File: config.mk
export PLATFORM = sky130hd
export DESIGN_NAME = serial_subtractor
export DESIGN_NICKNAME = d
export VERILOG_FILES = /design/src/rtl/serial_subtractor.sv
export SDC_FILE = /design/constraint.sdc
export NUM_CORES = 1
export LEC_CHECK = 0
export CORE_AREA = 10 10 62 51
export CTS_CLUSTER_DIAMETER = 120
export DETAILED_ROUTE_END_ITERATION = 10
export DIE_AREA = 0 0 72 61
export PLACE_DENSITY = 0.79
export SYNTH_ARGS = -nofsm -noshare
export SYNTH_HDL_FRONTEND = slang
export SYNTH_SLANG_ARGS = --single-unit
File: constraint.sdc
create_clock -name clk -period 1.3 [get_ports clk]
set_input_delay 0.195 -clock clk [delete_from_list [all_inputs] [get_ports clk]]
set_output_delay 0.195 -clock clk [all_outputs]
set_load 0.1 [all_outputs]
File: src/rtl/serial_subtractor.sv
// Bit-serial unsigned subtractor, LSB first.
// A single full-subtractor cell and a borrow flop are iterated over WIDTH
// cycles. Operands are taken on a valid/ready handshake, and the result is
// held under valid/ready until the consumer accepts it.
module serial_subtractor #(
    parameter int WIDTH = 4
) (
    input  logic             clk,
    input  logic             rst,
    input  logic             in_valid,
    output logic             in_ready,
    input  logic [WIDTH-1:0] a,
    input  logic [WIDTH-1:0] b,
    output logic             out_valid,
    input  logic             out_ready,
    output logic [WIDTH-1:0] D,
    output logic             Bout
);

    localparam int CW = (WIDTH <= 2) ? 1 : $clog2(WIDTH);
    localparam logic [CW-1:0] LAST_BIT = CW'(WIDTH - 1);

    typedef enum logic [1:0] {
        IDLE = 2'd0,
        RUN  = 2'd1,
        DONE = 2'd2
    } state_t;

    state_t           state_q, state_d;
    logic [WIDTH-1:0] a_sh_q, a_sh_d;
    logic [WIDTH-1:0] b_sh_q, b_sh_d;
    logic [WIDTH-1:0] res_q, res_d;
    logic             br_q, br_d;
    logic [CW-1:0]    cnt_q, cnt_d;
    logic [WIDTH-1:0] d_q, d_d;
    logic             bout_q, bout_d;

    // Full-subtractor cell outputs for the current bit
    logic             diff_bit;
    logic             br_next;

    // State and datapath registers; reset clears everything and wins over all inputs
    always_ff @(posedge clk) begin
        if (rst) begin
            state_q <= IDLE;
            a_sh_q  <= '0;
            b_sh_q  <= '0;
            res_q   <= '0;
            br_q    <= 1'b0;
            cnt_q   <= '0;
            d_q     <= '0;
            bout_q  <= 1'b0;
        end else begin
            state_q <= state_d;
            a_sh_q  <= a_sh_d;
            b_sh_q  <= b_sh_d;
            res_q   <= res_d;
            br_q    <= br_d;
            cnt_q   <= cnt_d;
            d_q     <= d_d;
            bout_q  <= bout_d;
        end
    end

    // Next-state logic: accept in IDLE, one bit per cycle in RUN, hold in DONE
    always_comb begin
        state_d  = state_q;
        a_sh_d   = a_sh_q;
        b_sh_d   = b_sh_q;
        res_d    = res_q;
        br_d     = br_q;
        cnt_d    = cnt_q;
        d_d      = d_q;
        bout_d   = bout_q;
        diff_bit = a_sh_q[0] ^ b_sh_q[0] ^ br_q;
        br_next  = (~a_sh_q[0] & b_sh_q[0]) | (~(a_sh_q[0] ^ b_sh_q[0]) & br_q);

        unique case (state_q)
            IDLE: begin
                if (in_valid) begin
                    a_sh_d  = a;
                    b_sh_d  = b;
                    br_d    = 1'b0;
                    cnt_d   = '0;
                    state_d = RUN;
                end
            end
            RUN: begin
                // Difference bits enter at the top so bit 0 ends up at the LSB
                res_d  = {diff_bit, res_q[WIDTH-1:1]};
                a_sh_d = a_sh_q >> 1;
                b_sh_d = b_sh_q >> 1;
                br_d   = br_next;
                cnt_d  = cnt_q + CW'(1);
                if (cnt_q == LAST_BIT) begin
                    d_d     = {diff_bit, res_q[WIDTH-1:1]};
                    bout_d  = br_next;
                    state_d = DONE;
                end
            end
            DONE: begin
                if (out_ready) begin
                    state_d = IDLE;
                end
            end
            default: state_d = IDLE;
        endcase
    end

    assign in_ready  = (state_q == IDLE) & ~rst;
    assign out_valid = (state_q == DONE);
    assign D         = d_q;
    assign Bout      = bout_q;

endmodule

==> metrics.txt, run 1 <==
outcome finished with violations; failing checks negative setup slack; Initial Util 47.9%; Detail Placement HPWL about 1600 µm; slowest CP cell dfxtp_2; Worst VDD drop ~0.80 mV; Top Ports 19; CP startpoint kind flip-flop; Arr. time, crit path 1.21 ns; worst-path cell chain buf_12, and2b_4, buf_12; Crit. End Element output port; Required @ worst endpoint 1.11 ns; EDFF count, synth 0; Setup Viol. Count Final 2; pwr dens 901 mW/mm²; fin nets 147; gpl congestion 0.750; routed wl met3 approximately 110 µm; max_cap viols 0; slew margin rel. 84.2%; vias in the first global route slightly above 800; minimum clock period 1.41 ns; die width slightly above 70 µm; Post-synth top flop dfxtp_1; total grt overflow 0; Top Family by Delay on Critical Path flip-flops; first-pass GRT wire length 3640 µm; vias 789; Post-Synthesis Cells 96; number of H-tree levels 1; largest cells by area after synthesis dfxtp_1, a21oi_1, mux2i_1; Tot GR Track Use a little over a tenth; initial drt markers 40; Remaining DRCs 0; Rows 14; TritonCTS clock tree built; mean routed wirelength per cell 14.9 µm; IO buf count 18; register area share after synthesis 44.7%; leakage power ~0.6 nW; CP startpoint state_q[0]$_SDFFE_PP0P_; CP most frequent cell buf_12; post-route clock period utilization 108%; First-pass DRT Iterations 4; Yosys top cell by area dfxtp_1; CP max FO 3; full die area ~0.0044 mm²; Hold Crit Start res_q[1]$_SDFFE_PP0P_; ANT nets after route 0; worst-margin pin slew ~0.24 ns; Clk pin slew, worst setup/hold paths approximately 0.12 ns; Worst-Skew Late Latency roughly 0.30 ns; Worst Hold Class reg2reg; Max Slew Vio Count 0; Root Buffer clkbuf_4; Hold Fails Final Rpt 0; final core utilization 71.7%; TNS Setup -0.195 ns; cts bufs inserted 3; Vias per Instance 5.06; routed wire length 2320 µm; fraction of registers with async set/reset 0%; yosys warns 0; Max Buffers Root-to-Sink 2; synthesized flop and latch total 21; Worst path max stage delay 0.36 ns; WS Path Type reg2out; Clock Skew between 0.004 and 0.005 ns; most frequent cells in the layout dfxtp_1, buf_4, nor2_1, a21oi_1, clkdlybuf4s50_1; Max Freq 0.710 GHz; Syn-to-layout area delta 49.7%; metal2 WL 1210 µm; largest net degree at the start of global routing 16; chip height 61 µm; most common cell after layout, fill and taps aside dfxtp_1; worst r2r src b_sh_q[0]$_SDFFE_PP0P_; Final WS setup -0.108 ns; RSZ-0062 raised after global routing true; Synth cell types 27; proportion of layout cells with a drive suffix above 1 37.1%; top layer in use met4; Met1 Wirelength ~960 µm; Post-Syn Area 940 µm²; Clock Sink Count 21; total nets after synthesis 110; initial antenna violation count 0; Core Area 0.00196 mm²; Antenna Cells 0; top cell type's share of synthesized area 44.7%; Avg Inst Size Synth 9.79 µm²; worst path bufs/invs 2
-- through the flow --
step / total power, mW / setup WS [ns] / hold slack, ns / std cells / cell area, µm²
after floorplan: 0.846 / -0.170 / 0.343 / 96 / 952
after global placement: 0.932 / -0.0623 / 0.454 / 142 / 1280
after detailed placement: 0.942 / -0.136 / 0.471 / 142 / 1280
after CTS: 1.25 / -0.101 / 0.489 / 150 / 1350
after global routing: 1.32 / -0.133 / 0.507 / 156 / 1410
final: 1.27 / -0.108 / 0.484 / 156 / 1410
-- Yosys cell counts, types with 2 or more instances --
cell / count
inv_1: 9
mux2i_1: 5
dfxtp_1: 21
o221a_2: 4
nand2_1: 5
buf_6: 2
nor2_1: 12
clkbuf_1: 2
a22oi_1: 4
nand3_1: 4
a21oi_1: 11
nor2_2: 2
-- final timing paths --
kind | endpoint | slack (ns) | cells past startpoint
max | out_valid | -0.11 | 3
min | D[0]$_SDFFE_PP0P_ | 0.48 | 2
max reg2reg | D[3]$_SDFFE_PP0P_ | 0.05 | 4
min reg2reg | D[0]$_SDFFE_PP0P_ | 0.48 | 2
-- registers in the layout (all words and copies together) (netlist names) --
signal / cells
Bout: 1
D: 4
a_sh_q: 4
b_sh_q: 4
br_q: 1
cnt_q: 2
res_q: 3
state_q: 2
-- per-layer routing --
metal  up-vias  GRT usage [%]
li1        408              -
met1       367           11.2
met2        12           18.1
met3         2           3.59
met4         0           5.23
met5         -              0
-- logic make-up (layout without fill, tap and decap cells) --
kind of cell | count (synthesis) | in the layout | synth area share (%)
AOI/OAI and AO/OA | 24 | 24 | 20.2
adders and majority gates | 2 | 2 | 3.46
DFF | 21 | 21 | 44.7
and+or+nand+nor | 30 | 30 | 18.0
buffers and inverters | 14 | 50 | 8.26
muxes | 5 | 5 | 5.33
-- worst min-delay path, cell delays in order (launching register included) --
cell     delay, ns
dfxtp_1       0.33
nand3_1       0.07
a21oi_1       0.06
-- cell type report --
cell class / count / area (µm²)
Clock inverter: 1 / 5.00
Timing Repair Buffer: 37 / 425
Clock buffer: 3 / 22.5
Inverter: 9 / 33.8
Sequential cell: 21 / 428
Fill cell: 142 / 556
Tap cell: 24 / 30.0
Multi-Input combinational cell: 61 / 462
-- timing repair --
| item | in CTS | in global routing |
|---|---|---|
| hold buffers | 0 | 0 |
| buffers inserted | 4 | 6 |
| setup endpoints to repair | 2 | 10 |
| pin swaps | 1 | 1 |
| gates resized for setup | 5 | 4 |
-- power breakdown --
group / leakage [nW] / switching (mW) / internal (mW)
combinational: 0.412 / 0.119 / 0.141
clock: 0.0177 / 0.196 / 0.115
sequential: 0.173 / 0.0224 / 0.674
(Power assumes the default switching activity.)
==> inputs of run 2 (changes only) <==
==> config.mk (replaced) <==
export PLATFORM = sky130hd
export DESIGN_NAME = serial_subtractor
export DESIGN_NICKNAME = d
export VERILOG_FILES = /design/src/rtl/serial_subtractor.sv
export SDC_FILE = /design/constraint.sdc
export NUM_CORES = 1
export LEC_CHECK = 0
export CELL_PAD_IN_SITES_DETAIL_PLACEMENT = 1
export CELL_PAD_IN_SITES_GLOBAL_PLACEMENT = 2
export CORE_AREA = 10 10 76 62
export CTS_CLUSTER_DIAMETER = 120
export DETAILED_ROUTE_END_ITERATION = 10
export DIE_AREA = 0 0 86 72
export PLACE_DENSITY = 0.78
export SLEW_MARGIN = 15
export SYNTH_ARGS = -nofsm -noshare
export SYNTH_HDL_FRONTEND = slang
export SYNTH_SLANG_ARGS = --single-unit
==> metrics.txt, run 2 (synthesis gave the netlist of run 1 again) <==
outcome finished with violations; failing checks negative setup slack; largest net degree at the start of global routing 16 (unchanged); chip height 72 µm (+18%); Clk pin slew, worst setup/hold paths 0.08 ns (-0.04 ns); fin nets 143 (-2.7%); Rows 18 (+4); CP startpoint kind flip-flop; WHS Path Cells 2 (unchanged); Hold Crit Start res_q[1]$_SDFFE_PP0P_; TritonCTS clock tree built; ANT nets after route 0 (unchanged); first-pass GRT wire length 4150 µm (+14%); filler cell count 372 (+160%); slew margin rel. 80.6% (-3.6 points); Max Buffers Root-to-Sink 2 (unchanged); Required @ worst endpoint 1.11 ns (about the same); vias in the first global route 891 (+9.6%); most frequent cells in the layout dfxtp_1, buf_4, nor2_1, a21oi_1, clkdlybuf4s50_1; dpl cells 157 (+11%); most common cell after layout, fill and taps aside dfxtp_1; Root Buffer clkbuf_8; Tot GR Track Use 8.51% (-1.9 points); leakage power 0.577 nW (-4.3%); RSZ-0062 raised after global routing true; pwr dens 990 mW/mm² (+9.9%); worst r2r src state_q[1]$_SDFFE_PP0P_; initial antenna violation count 0 (unchanged); Clock Sink Count 21 (unchanged); Final WS setup -0.0306 ns (+0.0778 ns); Worst Reg-to-Reg Cells 5 (+1); proportion of layout cells with a drive suffix above 1 32.0% (-5.1 points); Worst R2R Setup Slack 0.06 ns (about the same); Top Ports 19 (unchanged); Vias per Instance 4.70 (-7.0%); Crit. End Element output port; Arr. time, crit path 1.14 ns (-0.07 ns); Post-Layout Cell Count 168 (+7.7%); full die area 0.00619 mm² (+41%); First-pass DRT Iterations 3 (-1); mean routed wirelength per cell 15.0 µm (+1.1%); Initial Util 29.2% (-19 points); Syn-to-layout area delta 47.0%; Worst VDD drop 0.340 mV (-57%); Remaining DRCs 0 (unchanged); Worst-Skew Late Latency 0.26 ns (-0.04 ns); WS Path Type reg2out; Hold Path Sink D[0]$_SDFFE_PP0P_; Hold Fails Final Rpt 0 (unchanged); cts bufs inserted 3 (unchanged); Detail Placement HPWL 1870 µm (+17%); Max Freq 0.752 GHz (+5.8%); max_cap viols 0 (unchanged); Max Slew Vio Count 0 (unchanged); Worst Hold Class reg2reg; initial drt markers 51 (+28%); Core Area 0.00322 mm² (+64%); CP max FO 3 (unchanged); minimum clock period 1.33 ns (-0.0778 ns); number of H-tree levels 1 (unchanged); final core utilization 42.9% (-29 points); IO buf count 18 (unchanged); post-route clock period utilization 102% (-6.0 points); die width 86 µm (+19%); total grt overflow 0 (unchanged); gpl congestion 0.688 (-8.2%); Antenna Cells 0 (unchanged); routed wire length 2530 µm (+8.9%); Hold-fix buffers, CTS 0 (unchanged); Setup Viol. Count Final 2 (unchanged); vias 790 (+0.13%); Clock Skew 0.00160 ns (-0.00255 ns); worst-margin pin slew 0.290 ns (+0.0538 ns); reg2reg end b_sh_q[1]$_SDFFE_PP0P_
==> run 2: cell types whose count changed in the layout (fill, tap and decap cells not counted) <==
cell      before  now
nor3b_1        0    1
clkbuf_8       0    3
clkbuf_4       3    0
clkbuf_1       0    1
dfxtp_2        3    1
buf_12         9    7
clkinv_2       1    0
dfxtp_1       17   19
nor3b_2        1    0
buf_4         16   14
==> run 2: cell type report <==
| cell class | instances | area (µm²) | area share [%] |
|---|---|---|---|
| Multi-Input combinational cell | 61 | 457 | 33.1 |
| Timing Repair Buffer | 33 | 370 | 26.8 |
| Sequential cell | 21 | 425 | 30.8 |
| Tap cell | 40 | 50.0 | 3.62 |
| Inverter | 9 | 33.8 | 2.45 |
| Clock buffer | 4 | 45.0 | 3.26 |
==> run 2: power breakdown <==
part	switching (mW)	total (mW)	leakage, nW	internal (mW)
Combinational	0.117	0.241	0.381	0.125
Clock	0.214	0.433	0.0228	0.219
Sequential	0.0215	0.694	0.173	0.673
Total	0.352	1.37	0.577	1.02
==> run 2: worst max-delay path by stage <==
stage,startpoint,to,cells past startpoint
after floorplan,state_q[0]$_SDFFE_PP0P_,in_ready,2
after global placement,in_valid,b_sh_q[3]$_SDFFE_PP0P_,5
after detailed placement,in_valid,b_sh_q[3]$_SDFFE_PP0P_,5
after CTS,state_q[0]$_SDFFE_PP0P_,out_valid,3
after global routing,state_q[0]$_SDFFE_PP0P_,out_valid,3
final,state_q[0]$_SDFFE_PP0P_,out_valid,3
==> run 2: critical path: stages, from the launching register on <==
cell	delay, ns
dfxtp_2	0.33
buf_8	0.12
and2b_4	0.25
buf_12	0.17
==> run 2: metal layers <==
layer | up-vias | track usage (%) | part of all wire [%]
met5 | - | 0 | 0
met4 | 0 | 6.57 | 3.3
met3 | 6 | 2.46 | 4.7
met2 | 13 | 14.6 | 49
met1 | 377 | 8.60 | 43
li1 | 394 | - | -
==> run 2: repair_timing <==
action | CTS | global route
endpoints found under the setup margin | 2 | 10
pin swaps | 1 | 0
resized for setup | 5 | 1
setup buffers | 3 | 4
==> run 2: through the flow <==
stage	worst slack [ns]	hold slack, ns	power, mW	instance area (µm²)	setup TNS [ns]
after floorplan	-0.170	0.343	0.846	952	-0.170
final	-0.0306	0.465	1.37	1380	-0.0355
after global routing	-0.0702	0.513	1.45	1380	-0.142
after detailed placement	-0.105	0.458	0.932	1270	-0.716
after global placement	-0.0442	0.462	0.919	1270	-0.183
after CTS	-0.0403	0.471	1.38	1350	-0.0588
